`src/rtl/usr_seq_if.sv`:
```
// Start/Busy/Done command and data bus of the universal shift sequencer.
// Master drives the command and serial fill bits; slave returns register state and status.
interface usr_seq_if #(
    parameter int WIDTH = 8,
    parameter int CNT_W = $clog2(WIDTH) + 1
);
    logic             Start;
    logic [2:0]       Op;
    logic [CNT_W-1:0] Amt;
    logic [WIDTH-1:0] Datain;
    logic             SerInL;
    logic             SerInR;
    logic [WIDTH-1:0] Dataout;
    logic             SerOutL;
    logic             SerOutR;
    logic             Busy;
    logic             Done;

    modport master (
        output Start, Op, Amt, Datain, SerInL, SerInR,
        input  Dataout, SerOutL, SerOutR, Busy, Done
    );

    modport slave (
        input  Start, Op, Amt, Datain, SerInL, SerInR,
        output Dataout, SerOutL, SerOutR, Busy, Done
    );
endinterface

```
`src/rtl/usr_seq.sv`:
```
// Universal shift register; load/clear/nop complete in 1 cycle, an N-position shift in N+1 cycles.
// Start is ignored while Busy (no queuing); a Start in the Done cycle is accepted back-to-back.
module usr_seq #(
    parameter int WIDTH = 8,
    parameter int CNT_W = $clog2(WIDTH) + 1
) (
    input logic     clk,
    input logic     Rst,
    usr_seq_if.slave bus
);
    typedef enum logic [1:0] {IDLE, RUN, DONE} state_t;

    localparam logic [2:0] OP_NOP = 3'b000;
    localparam logic [2:0] OP_LD  = 3'b001;
    localparam logic [2:0] OP_SLL = 3'b010;
    localparam logic [2:0] OP_SRL = 3'b011;
    localparam logic [2:0] OP_ROL = 3'b100;
    localparam logic [2:0] OP_ROR = 3'b101;
    localparam logic [2:0] OP_SRA = 3'b110;
    localparam logic [2:0] OP_CLR = 3'b111;

    state_t           r_state;
    logic [WIDTH-1:0] r_data;
    logic [2:0]       r_op;
    logic [CNT_W-1:0] r_cnt;
    logic             r_busy;
    logic             r_done;

    logic             w_accept;
    logic             w_is_shift;
    logic [WIDTH-1:0] w_shifted;

    assign w_accept   = bus.Start && (r_state != RUN);
    assign w_is_shift = (bus.Op >= OP_SLL) && (bus.Op <= OP_SRA);

    // One position of the latched op; serial fill bits are sampled live each shift edge.
    always_comb begin
        w_shifted = r_data;
        case (r_op)
            OP_SLL:  w_shifted = {r_data[WIDTH-2:0], bus.SerInR};
            OP_SRL:  w_shifted = {bus.SerInL, r_data[WIDTH-1:1]};
            OP_ROL:  w_shifted = {r_data[WIDTH-2:0], r_data[WIDTH-1]};
            OP_ROR:  w_shifted = {r_data[0], r_data[WIDTH-1:1]};
            OP_SRA:  w_shifted = {r_data[WIDTH-1], r_data[WIDTH-1:1]};
            default: w_shifted = r_data;
        endcase
    end

    always_ff @(posedge clk or posedge Rst) begin
        if (Rst) begin
            r_state <= IDLE;
            r_data  <= '0;
            r_op    <= OP_NOP;
            r_cnt   <= '0;
            r_busy  <= 1'b0;
            r_done  <= 1'b0;
        end else begin
            case (r_state)
                RUN: begin
                    r_data <= w_shifted;
                    r_cnt  <= r_cnt - 1'b1;
                    if (r_cnt == CNT_W'(1)) begin
                        r_state <= DONE;
                        r_busy  <= 1'b0;
                        r_done  <= 1'b1;
                    end
                end
                default: begin
                    r_state <= IDLE;
                    r_done  <= 1'b0;
                    if (w_accept) begin
                        r_op <= bus.Op;
                        if (bus.Op == OP_LD)
                            r_data <= bus.Datain;
                        else if (bus.Op == OP_CLR)
                            r_data <= '0;
                        if (w_is_shift && (bus.Amt != '0)) begin
                            r_cnt   <= bus.Amt;
                            r_state <= RUN;
                            r_busy  <= 1'b1;
                        end else begin
                            r_state <= DONE;
                            r_done  <= 1'b1;
                        end
                    end
                end
            endcase
        end
    end

    assign bus.Dataout = r_data;
    assign bus.SerOutL = r_data[WIDTH-1];
    assign bus.SerOutR = r_data[0];
    assign bus.Busy    = r_busy;
    assign bus.Done    = r_done;
endmodule

```
`src/flat_wrapper.sv`:
```
// flat-port wrapper written by rule: the top's interface ports become plain ports
module usr_seq_flat 
#(
    parameter int WIDTH = 8,
    parameter int CNT_W = $clog2(WIDTH) + 1
)
  (clk, Rst, bus_Start, bus_Op, bus_Amt, bus_Datain, bus_SerInL, bus_SerInR, bus_Dataout, bus_SerOutL, bus_SerOutR, bus_Busy, bus_Done);
  usr_seq_if #(.WIDTH(WIDTH), .CNT_W(CNT_W)) bus_i ();
  input logic clk;
  input logic Rst;
  input wire logic [$bits(bus_i.Start)-1:0] bus_Start;
  input wire logic [$bits(bus_i.Op)-1:0] bus_Op;
  input wire logic [$bits(bus_i.Amt)-1:0] bus_Amt;
  input wire logic [$bits(bus_i.Datain)-1:0] bus_Datain;
  input wire logic [$bits(bus_i.SerInL)-1:0] bus_SerInL;
  input wire logic [$bits(bus_i.SerInR)-1:0] bus_SerInR;
  output wire logic [$bits(bus_i.Dataout)-1:0] bus_Dataout;
  output wire logic [$bits(bus_i.SerOutL)-1:0] bus_SerOutL;
  output wire logic [$bits(bus_i.SerOutR)-1:0] bus_SerOutR;
  output wire logic [$bits(bus_i.Busy)-1:0] bus_Busy;
  output wire logic [$bits(bus_i.Done)-1:0] bus_Done;
  assign bus_i.Start = bus_Start;
  assign bus_i.Op = bus_Op;
  assign bus_i.Amt = bus_Amt;
  assign bus_i.Datain = bus_Datain;
  assign bus_i.SerInL = bus_SerInL;
  assign bus_i.SerInR = bus_SerInR;
  assign bus_Dataout = bus_i.Dataout;
  assign bus_SerOutL = bus_i.SerOutL;
  assign bus_SerOutR = bus_i.SerOutR;
  assign bus_Busy = bus_i.Busy;
  assign bus_Done = bus_i.Done;
  usr_seq #(.WIDTH(WIDTH), .CNT_W(CNT_W)) u_core (.clk(clk), .Rst(Rst), .bus(bus_i));
endmodule
```
`config.mk`:
```
export PLATFORM = sky130hd
export DESIGN_NAME = usr_seq_flat
export DESIGN_NICKNAME = d
export VERILOG_FILES = /design/src/rtl/usr_seq_if.sv /design/src/rtl/usr_seq.sv /design/src/flat_wrapper.sv
export SDC_FILE = /design/constraint.sdc
export NUM_CORES = 1
export LEC_CHECK = 0
export ABC_AREA = 1
export BUFFER_PORTS_ARGS = -buffer_cell sky130_fd_sc_hd__buf_4
export CORE_MARGIN = 5
export CORE_UTILIZATION = 35
export CTS_BUF_LIST = sky130_fd_sc_hd__clkbuf_2
export DETAILED_ROUTE_END_ITERATION = 8
export GPL_ROUTABILITY_DRIVEN = 0
export PLACE_DENSITY = 0.64
export SYNTH_ARGS = -nofsm -noshare
export SYNTH_HDL_FRONTEND = slang
export SYNTH_SLANG_ARGS = --single-unit
```
`constraint.sdc`:
```
create_clock -name clk -period 1.53 [get_ports clk]
set_input_delay 0.2295 -clock clk [delete_from_list [all_inputs] [get_ports clk]]
set_output_delay 0.2295 -clock clk [all_outputs]
set_load 0.01 [all_outputs]
```
; ---- After elaboration in Yosys (flattened, before gate mapping)
; Cells that the tools add are included.
[word_totals]
mem_count = 0
register_bits = 19
out_inout_bits = 12
input_bits = 20
mem_bits_rw = 0
wordCells = 57
latchBits = 0
mem_bits_ro = 0
[classes]
n_mul = 0
reduce_logical = 12
shifts = 0
bitwise_logic = 1
eq_ne = 14
n_lt_le_gt_ge = 2
muxes = 20
n_div = 0
n_addsub = 1
[ops]
columns = operator, count
row1 = case mux 8 bit (5 select lines), 1
row2 = two-way mux 8 bit, 4
row3 = equality test 3 bit (second input constant), 4
row4 = two-way mux 4 bit, 3
row5 = two-way mux 1 bit, 8
row6 = two-way mux 2 bit, 4
row7 = equality test 3 x 2 -> 1 bit (second input constant), 2
row8 = inequality test 6 bit (second input constant), 1
row9 = AND reduction 3 bit, 2
row10 = inequality test 5 bit (second input constant), 1
row11 = equality test 4 x 1 -> 1 bit (second input constant), 1
row12 = inequality test 2 x 1 -> 1 bit (second input constant), 2
row13 = AND reduction 2 bit, 2
row14 = AND reduction 4 bit, 1
row15 = nonzero test 2 bit, 2
row16 = nonzero test 4 bit, 1
row17 = subtractor 4 x 1 -> 4 bit (second input constant), 1
row18 = equality test 3 x 1 -> 1 bit (second input constant), 1
row19 = >= comparator 3 x 2 -> 1 bit (second input constant), 1
row20 = <= comparator 3 bit (second input constant), 1
row21 = logical AND 1 bit, 3
row22 = nonzero test 3 bit, 1
row23 = equality test 2 x 1 -> 1 bit (second input constant), 1
row24 = inequality test 2 bit (second input constant), 1
row25 = inverter 1 bit, 1

; ---- Depth between registers and ports, before layout
; Gate-level depths: netlist (run 1).
[depth]
word_depth = 6
mapped_depth = 9

; ---- Least setup slack after synthesis (run 1)
; Ideal clock, no wire load.
[synth_path]
path_type = reg2reg
from = register u_core.bus.Done (netlist name)
to = register u_core.r_data[0], in the netlist u_core.bus.Dataout[0]
path_stages_with_launch = 8
required_time_ps = 1411
setup_time_ps = 119
arrival_time_ps = 1151
path_buffers = 1
setup_slack_ps = 260
path_cell_list = dfrtp_1 nor2_4 inv_2 buf_6 nand2_1 nor2_1 nor2_2 a21oi_2
[synth_lines]
columns = item, line_no
row1 = end signal: assignment, usr_seq.sv:60  ; r_data <= w_shifted;
row2 = end signal: assignment, usr_seq.sv:74  ; r_data <= bus.Datain;
row3 = end: declaration, usr_seq.sv:23  ; logic [WIDTH-1:0] r_data;

; ---- Worst setup path after layout (run 1)
[layout_path]
from = register u_core.r_op[1]
to = register u_core.r_data[4], in the netlist u_core.bus.Dataout[4]
[layout_between]
elab_chain_cells = 3
elab_cells_between_ends = 9
classes_between = 6 x eq/ne / 2 x mux / 1 x reduce/logical
[layout_rtl]
columns = item, line_no
row1 = start: declaration, usr_seq.sv:24  ; logic [2:0] r_op;
row2 = start signal: assignment, usr_seq.sv:72  ; r_op <= bus.Op;
row3 = equality test 3 x 2 -> 1 bit / equality test 3 bit (equally long branches), usr_seq.sv:39  ; case (r_op)
row4 = inequality test 6 bit (no source line) / case mux 8 bit (5 select lines) (equally long branches), n/a
row5 = AND reduction 3 bit (no source line) / two-way mux 8 bit (equally long branches), n/a
; Parallel ways exist; a longest one is shown, timed or not.
; A chain may end at the register's enable or synchronous reset.

==> results of run 1 <==
[cells in the mapped netlist]
master	count
a21oi_1	3
a21oi_2	6
a22oi_1	1
buf_2	1
buf_4	2
buf_6	4
buf_8	1
dfrtp_1	18
ha_1	2
inv_1	28
inv_2	6
inv_8	1
nand2_1	49
nand2_2	6
nand2_4	1
nand3_1	19
nand3_2	2
nand3_4	2
nand4_1	8
nand4_2	1
nor2_1	14
nor2_2	8
nor2_4	1
o211ai_1	1
o21ai_0	5
o21ai_1	2
o21ai_2	1
[through the flow]
step / utilization / setup slack, ns
6_report: 0.451 / 0.172
5_1_grt: 0.451 / 0.0361
4_1_cts: 0.439 / 0.0461
3_5_place_dp: 0.431 / 0.0896
3_3_place_gp: 0.431 / 0.129
2_1_floorplan: - / 0.260
[worst max path at each step]
| stage | from | to | slack, ns | cells past startpoint |
|---|---|---|---|---|
| 2_1_floorplan | u_core.bus.Done | u_core.bus.Dataout[0] | 0.26 | 7 |
| 3_3_place_gp | u_core.r_op[0] | u_core.bus.Dataout[5] | 0.13 | 6 |
| 3_5_place_dp | u_core.r_op[0] | u_core.bus.Dataout[0] | 0.09 | 6 |
| 4_1_cts | u_core.r_op[0] | u_core.bus.Dataout[5] | 0.05 | 6 |
| 5_1_grt | u_core.r_op[1] | u_core.bus.Dataout[4] | 0.04 | 7 |
| 6_report | u_core.r_op[1] | u_core.bus.Dataout[4] | 0.17 | 7 |
[worst min-delay path: stages]
cell and delay [ns]:
buf_4 0.11, nand3_1 0.07, nand2_1 0.05
[cell families after synthesis]
kind of cell / after synthesis / synth area share
flip-flops: 18 / 0.326
AND/OR/NAND/NOR: 111 / 0.405
buffers and inverters: 43 / 0.159
adder cells (fa/ha/maj): 2 / 0.0181
AO/OA/AOI/OAI: 19 / 0.0916
[report_power, final]
part | switching, W | total [W] | internal, W
Clock | 0.000159 | 0.000216 | 0.0000568
Combinational | 0.00146 | 0.00247 | 0.00101
Sequential | 0.000303 | 0.00103 | 0.000731
Total | 0.00192 | 0.00372 | 0.00180
[area by class of cell]
| class | instances | area (µm²) |
|---|---|---|
| Clock buffer | 3 | 15.0 |
| Fill cell | 401 | 2060 |
| Clock inverter | 1 | 3.75 |
| Sequential cell | 18 | 454 |
| Inverter | 35 | 139 |
| Tap cell | 48 | 60.1 |
| Multi-Input combinational cell | 133 | 728 |
| Timing Repair Buffer | 38 | 288 |
[flip-flops by register name (all words and copies together), names as in the netlist]
register / count
u_core.bus.Dataout: 8
u_core.r_state: 1
u_core.bus.Done: 1
u_core.r_cnt: 4
u_core.r_op: 3
u_core.bus.Busy: 1
[routing by layer]
layer	vias up	GRT usage	routed length [µm]
li1	677	-	-
met4	0	0.0430	40
met2	23	0.206	1520
met5	-	0	0
met3	2	0.0248	109
met1	570	0.161	1480
[cell usage in the layout (no fill, tap or decap)]
| master | instances |
|---|---|
| a21oi_1 | 3 |
| a21oi_2 | 6 |
| a22oi_1 | 1 |
| buf_4 | 37 |
| clkbuf_2 | 3 |
| clkinv_1 | 1 |
| dfrtp_1 | 15 |
| dfrtp_2 | 3 |
| dlygate4sd3_1 | 1 |
| ha_1 | 2 |
| inv_1 | 28 |
| inv_2 | 6 |
| inv_8 | 1 |
| nand2_1 | 49 |
| nand2_2 | 6 |
| nand2_4 | 1 |
| nand3_1 | 19 |
| nand3_2 | 2 |
| nand3_4 | 3 |
| nand4_1 | 8 |
| nand4_2 | 1 |
| nor2_1 | 14 |
| nor2_2 | 8 |
| nor2_4 | 1 |
| o211ai_1 | 1 |
| o21ai_0 | 5 |
| o21ai_1 | 2 |
| o21ai_2 | 1 |
[timing repair]
action,in CTS,in global routing
hold endpoints to repair,18,0
endpoints found under the setup margin,0,8
hold buffers,1,0
gates resized for setup,0,4
setup buffers,0,3
==> summary.md, run 1 <==
| Metric | Value |
|---|---|
| Status | `finished, final reports clean` |
| Max Cap Viol | `0` |
| Clock skew | `between 0.02 and 0.025 ns` |
| Crit-path cells | `inv_2 -> nand2_2 -> nand4_2 -> nand3_4 -> nand2_1 -> inv_1 -> a21oi_2` |
| Root Driver | `clkbuf_2` |
| Critical-path maximum fanout | `9` |
| CP arrival | `1.58 ns` |
| Cell area after synthesis | `0.00138 mm²` |
| Final instance area | `0.00169 mm²` |
| Via count | `~1,300` |
| FP Rows | `22` |
| Hold Path Class | `input port to register` |
| PortBufs | `31` |
| Vias per cell | `4.61` |
| Pin count of the biggest net entering global routing | `19` |
| DP Area | `between 0.0015 and 0.002 mm²` |
| # clock sinks | `18` |
| Distinct cells, synth | `27` |
| CP delay by family, top | `simple AND/OR/NAND/NOR gates` |
| WP buf/inv | `2` |
| Worst r2r src | `u_core.r_op[1]` |
| Syn Inst Count | `193` |
| Non-filler cells, final | `276` |
| CTS tree | `yes` |
| Ant diodes | `0` |
| GRT Total Usage | `0.125` |
| Leak pwr | `around 0.94 nW` |
| Min-delay src | `bus_Start` |
| Die H | `72.8 µm` |
| Total power per unit cell area | `2200 mW/mm²` |
| Pre-Repair DR Iteration Count | `4` |
| Total grt overflow | `0` |
| Critical Path Slowest Stage Cell | `dfrtp_2` |
| HPWL Detailed | `2360 µm` |
| Fraction of the yosys area taken by sequential cells | `0.326` |
| TritonCTS buffer count | `3` |
| WHS | `between 0.1 and 0.15 ns` |
| RSZ-0062 raised after global routing | `no` |
| Final setup viols | `0` |
| Hold path cells | `3` |
| CTS HTree Levels | `1` |
| Minimum clock period | `1.36 ns` |
| VDD IR-drop max | `0.000955 V` |
| Cell total after placement | `267` |
| Clock Tree Buf Depth | `2` |
| Nets | `about 250` |
| Area Overhead vs Synth | `22.3%` |
| Clk_lat worst skew | `0.33 ns` |
| Fin crit share | `0.887` |
| Synth Register Bits | `18` |
| R2R Path End | `u_core.bus.Dataout[4]` |
| Area leader, netlist | `dfrtp_1` |
| Critical path's largest stage delay | `around 0.52 ns` |
| First-pass GRT wire length | `5210 µm` |
| Mapped Nets | `215` |
| Crit start category | `register` |
| Cells on worst reg2reg path | `7` |
| Detailed Route WL | `3150 µm` |
| Setup crit end kind | `register` |
| WL/cell | `11.4 µm` |
| Initial antenna violation count | `0` |
| Reg clk slew, reported paths | `~0.19 ns` |
| Rel. slew slack | `0.839` |
| Count of final max-slew check failures | `0` |
| Vias in the first global route | `roughly 1,200` |
| # IOs | `32` |
| CP required | `1.75 ns` |
| R2R Setup Slk | `0.17 ns` |
| Top area cells in the synthesized netlist | `dfrtp_1 (33%), nand2_1 (13%), inv_1 (7.6%), nand3_1 (6.9%), nor2_1 (3.8%)` |
| Yosys top cell area share | `0.326` |
| Starting Density | `0.369` |
| Total Neg Setup Slack | `0 ns` |
| Die ar. | `roughly 0.0053 mm²` |
| F_max | `736 MHz` |
| Die W | `72.8 µm` |
| Fin. Hold Viols | `0` |
| CORE AREA | `0.00374 mm²` |
| Slew @ Worst Pin | `around 0.24 ns` |
| DRT iter0 DRCs | `68` |
| Final Total Pwr | `0.00372 W` |
| Yosys warns | `0` |
| Critical Setup Path Class | `register to register` |
| Avg Cell Area, Syn | `7.15 µm²` |
| Hold endpoint | `u_core.bus.Done` |
| DRC | `0` |
| Layout cells sized above 1 | `0.346` |
| Number of nets still failing antenna checks after routing | `0` |
(Power assumes the default switching activity.)
==> run 2: changes to the inputs <==
--- a/config.mk
+++ b/config.mk
@@ -8,11 +8,11 @@
 export ABC_AREA = 1
 export BUFFER_PORTS_ARGS = -buffer_cell sky130_fd_sc_hd__buf_4
 export CORE_MARGIN = 5
-export CORE_UTILIZATION = 35
+export CORE_UTILIZATION = 55
 export CTS_BUF_LIST = sky130_fd_sc_hd__clkbuf_2
 export DETAILED_ROUTE_END_ITERATION = 8
 export GPL_ROUTABILITY_DRIVEN = 0
-export PLACE_DENSITY = 0.64
+export PLACE_DENSITY = 0.89
 export SYNTH_ARGS = -nofsm -noshare
 export SYNTH_HDL_FRONTEND = slang
 export SYNTH_SLANG_ARGS = --single-unit
==> summary.md, run 2 (synthesis gave the netlist of run 1 again) <==
| Metric | Value |
|---|---|
| Status | `finished, final reports clean (unchanged)` |
| GRT Total Usage | `0.182 (was 0.125)` |
| Rel. slew slack | `0.835 (was 0.839)` |
| F_max | `731 MHz (was 736 MHz)` |
| Setup crit end kind | `register (unchanged)` |
| Final setup viols | `0 (unchanged)` |
| Reg clk slew, reported paths | `0.18 ns (was 0.19 ns)` |
| Hold Path Class | `input port to register (unchanged)` |
| # IOs | `32 (unchanged)` |
| Critical path's largest stage delay | `0.44 ns (was 0.52 ns)` |
| DRC | `0 (unchanged)` |
| DRT iter0 DRCs | `33 (was 68)` |
| Clock skew | `0.00887 ns (was 0.0248 ns)` |
| TritonCTS buffer count | `3 (unchanged)` |
| Root Driver | `clkbuf_2 (unchanged)` |
| DP Area | `0.00159 mm² (was 0.00162 mm²)` |
| Ant diodes | `0 (unchanged)` |
| Crit-path cells | `nor2_4 -> buf_4 -> nand4_2 -> nand3_4 -> nand2_1 -> inv_1 -> a21oi_2 (was inv_2 -> nand2_2 -> nand4_2 -> nand3_4 -> nand2_1 -> inv_1 -> a21oi_2)` |
| First-pass GRT wire length | `5040 µm (was 5210 µm)` |
| Pre-Repair DR Iteration Count | `4 (unchanged)` |
| HPWL Detailed | `2230 µm (was 2360 µm)` |
| Number of flip-flops in the largest register | `8 (unchanged)` |
| Pin count of the biggest net entering global routing | `19 (unchanged)` |
| Minimum clock period | `1.37 ns (was 1.36 ns)` |
| CTS HTree Levels | `1 (unchanged)` |
| Nets | `247 (was 251)` |
| Initial antenna violation count | `0 (unchanged)` |
| CORE AREA | `0.00243 mm² (was 0.00374 mm²)` |
| Fin crit share | `0.894 (was 0.887)` |
| Max Cap Viol | `0 (unchanged)` |
| Final instance area | `0.00163 mm² (was 0.00169 mm²)` |
| Most frequent cells in the layout | `nand2_1 (49), buf_4 (34), inv_1 (28) (was nand2_1 (49), buf_4 (37), inv_1 (28))` |
| Number of nets still failing antenna checks after routing | `0 (unchanged)` |
| FP Rows | `18 (was 22)` |
| Area Overhead vs Synth | `17.8% (was 22.3%)` |
| Total Neg Setup Slack | `0 ns (unchanged)` |
| Starting Density | `0.567 (was 0.369)` |
| PortBufs | `31 (unchanged)` |
| Count of final max-slew check failures | `0 (unchanged)` |
| Total power per unit cell area | `2200 mW/mm² (about the same)` |
| Fin. Hold Viols | `0 (unchanged)` |
| # clock sinks | `18 (unchanged)` |
| Critical-path maximum fanout | `14 (was 9)` |
| CTS tree | `yes (unchanged)` |
| Total grt overflow | `0 (unchanged)` |
| WHS | `0.171 ns (was 0.143 ns)` |
| Layout cells sized above 1 | `0.335 (was 0.346)` |
| Critical Setup Path Class | `register to register (unchanged)` |
| Die ar. | `0.00361 mm² (was 0.00530 mm²)` |
| Detailed Route WL | `2860 µm (was 3150 µm)` |
| Commonest non-fill, non-tap cell in the layout | `nand2_1 (unchanged)` |
| CP required | `1.76 ns (was 1.75 ns)` |
| Via count | `1,269 (was 1,272)` |
| Crit start category | `register (unchanged)` |
| WL/cell | `11.3 µm (was 11.4 µm)` |
| RSZ-0062 raised after global routing | `no (unchanged)` |
| Vias per cell | `5.00 (was 4.61)` |
| Fillers | `207 (was 401)` |
| CP arrival | `1.60 ns (was 1.58 ns)` |
| Critical Path Slowest Stage Cell | `dfrtp_1 (was dfrtp_2)` |
| Die W | `60.1 µm (was 72.8 µm)` |
| Leak pwr | `0.922 nW (was 0.942 nW)` |
| Die H | `60.1 µm (was 72.8 µm)` |
| Clk_lat worst skew | `0.31 ns (was 0.33 ns)` |
| Slew @ Worst Pin | `0.248 ns (was 0.242 ns)` |
| Clock Tree Buf Depth | `2 (unchanged)` |
| Vias in the first global route | `1,220 (was 1,160)` |
| VDD IR-drop max | `0.00134 V (was 0.000955 V)` |
-- run 2: changes by cell type in the layout (fill, tap and decap cells not counted), sizes merged --
cell	previous run	this run
buf	37	34
nand3	24	23
-- run 2: where the power goes --
part / total, W / switching (W) / internal [W]
clock: 0.000208 / 0.000151 / 0.0000568
sequential: 0.00104 / 0.000305 / 0.000731
combinational: 0.00233 / 0.00139 / 0.000945
-- run 2: critical path: cells and delay by family (launching register included) --
family	cells	cell delay (ns)
AND/OR/NAND/NOR	4	0.56
AO/OA/AOI/OAI	1	0.03
buffers and inverters	2	0.26
flip-flops	1	0.44
-- run 2: cell type report --
class	instances	area, µm²	share of cell area
Tap cell	30	37.5	0.0231
Inverter	35	139	0.0855
Multi-Input combinational cell	132	711	0.437
Clock buffer	3	15.0	0.00924
Timing Repair Buffer	35	265	0.163
Sequential cell	18	454	0.279
Clock inverter	1	3.75	0.00231
-- run 2: metrics by stage --
stage	power, W	setup slack [ns]	cells	utilization
6_report	0.00358	0.162	254	0.668
3_3_place_gp	0.00331	0.139	249	0.655
3_5_place_dp	0.00337	0.103	249	0.655
5_1_grt	0.00399	0.0226	254	0.668
2_1_floorplan	0.00294	0.260	193	-
4_1_cts	0.00359	0.0799	254	0.667
-- run 2: worst paths after layout --
kind	startpoint	end	slack, ns	depth (start not counted)
max in group asynchronous	Rst	u_core.r_op[0]	0.84	4
min reg2reg	u_core.bus.Busy	u_core.bus.Busy	0.52	2
min in group asynchronous	Rst	u_core.bus.Dataout[3]	0.48	4
max reg2reg	u_core.bus.Done	u_core.bus.Dataout[5]	0.16	7
max	u_core.bus.Done	u_core.bus.Dataout[5]	0.16	7
min	bus_Amt[2]	u_core.r_cnt[2]	0.17	3
-- run 2: metal layers --
metal | part of all wire | track usage | routed length, µm | up-vias
met5 | 0 | 0 | 0 | -
met1 | 0.44 | 0.250 | 1260 | 561
met4 | 0.027 | 0.0823 | 76 | 0
met2 | 0.48 | 0.284 | 1360 | 37
met3 | 0.056 | 0.0238 | 159 | 9
li1 | - | - | - | 662
-- run 2: repair_timing --
action	CTS	global route
gates resized for setup	0	3
hold buffers	1	0
setup endpoints to repair	0	7
endpoints found under the hold margin	18	0
buffers inserted	0	0
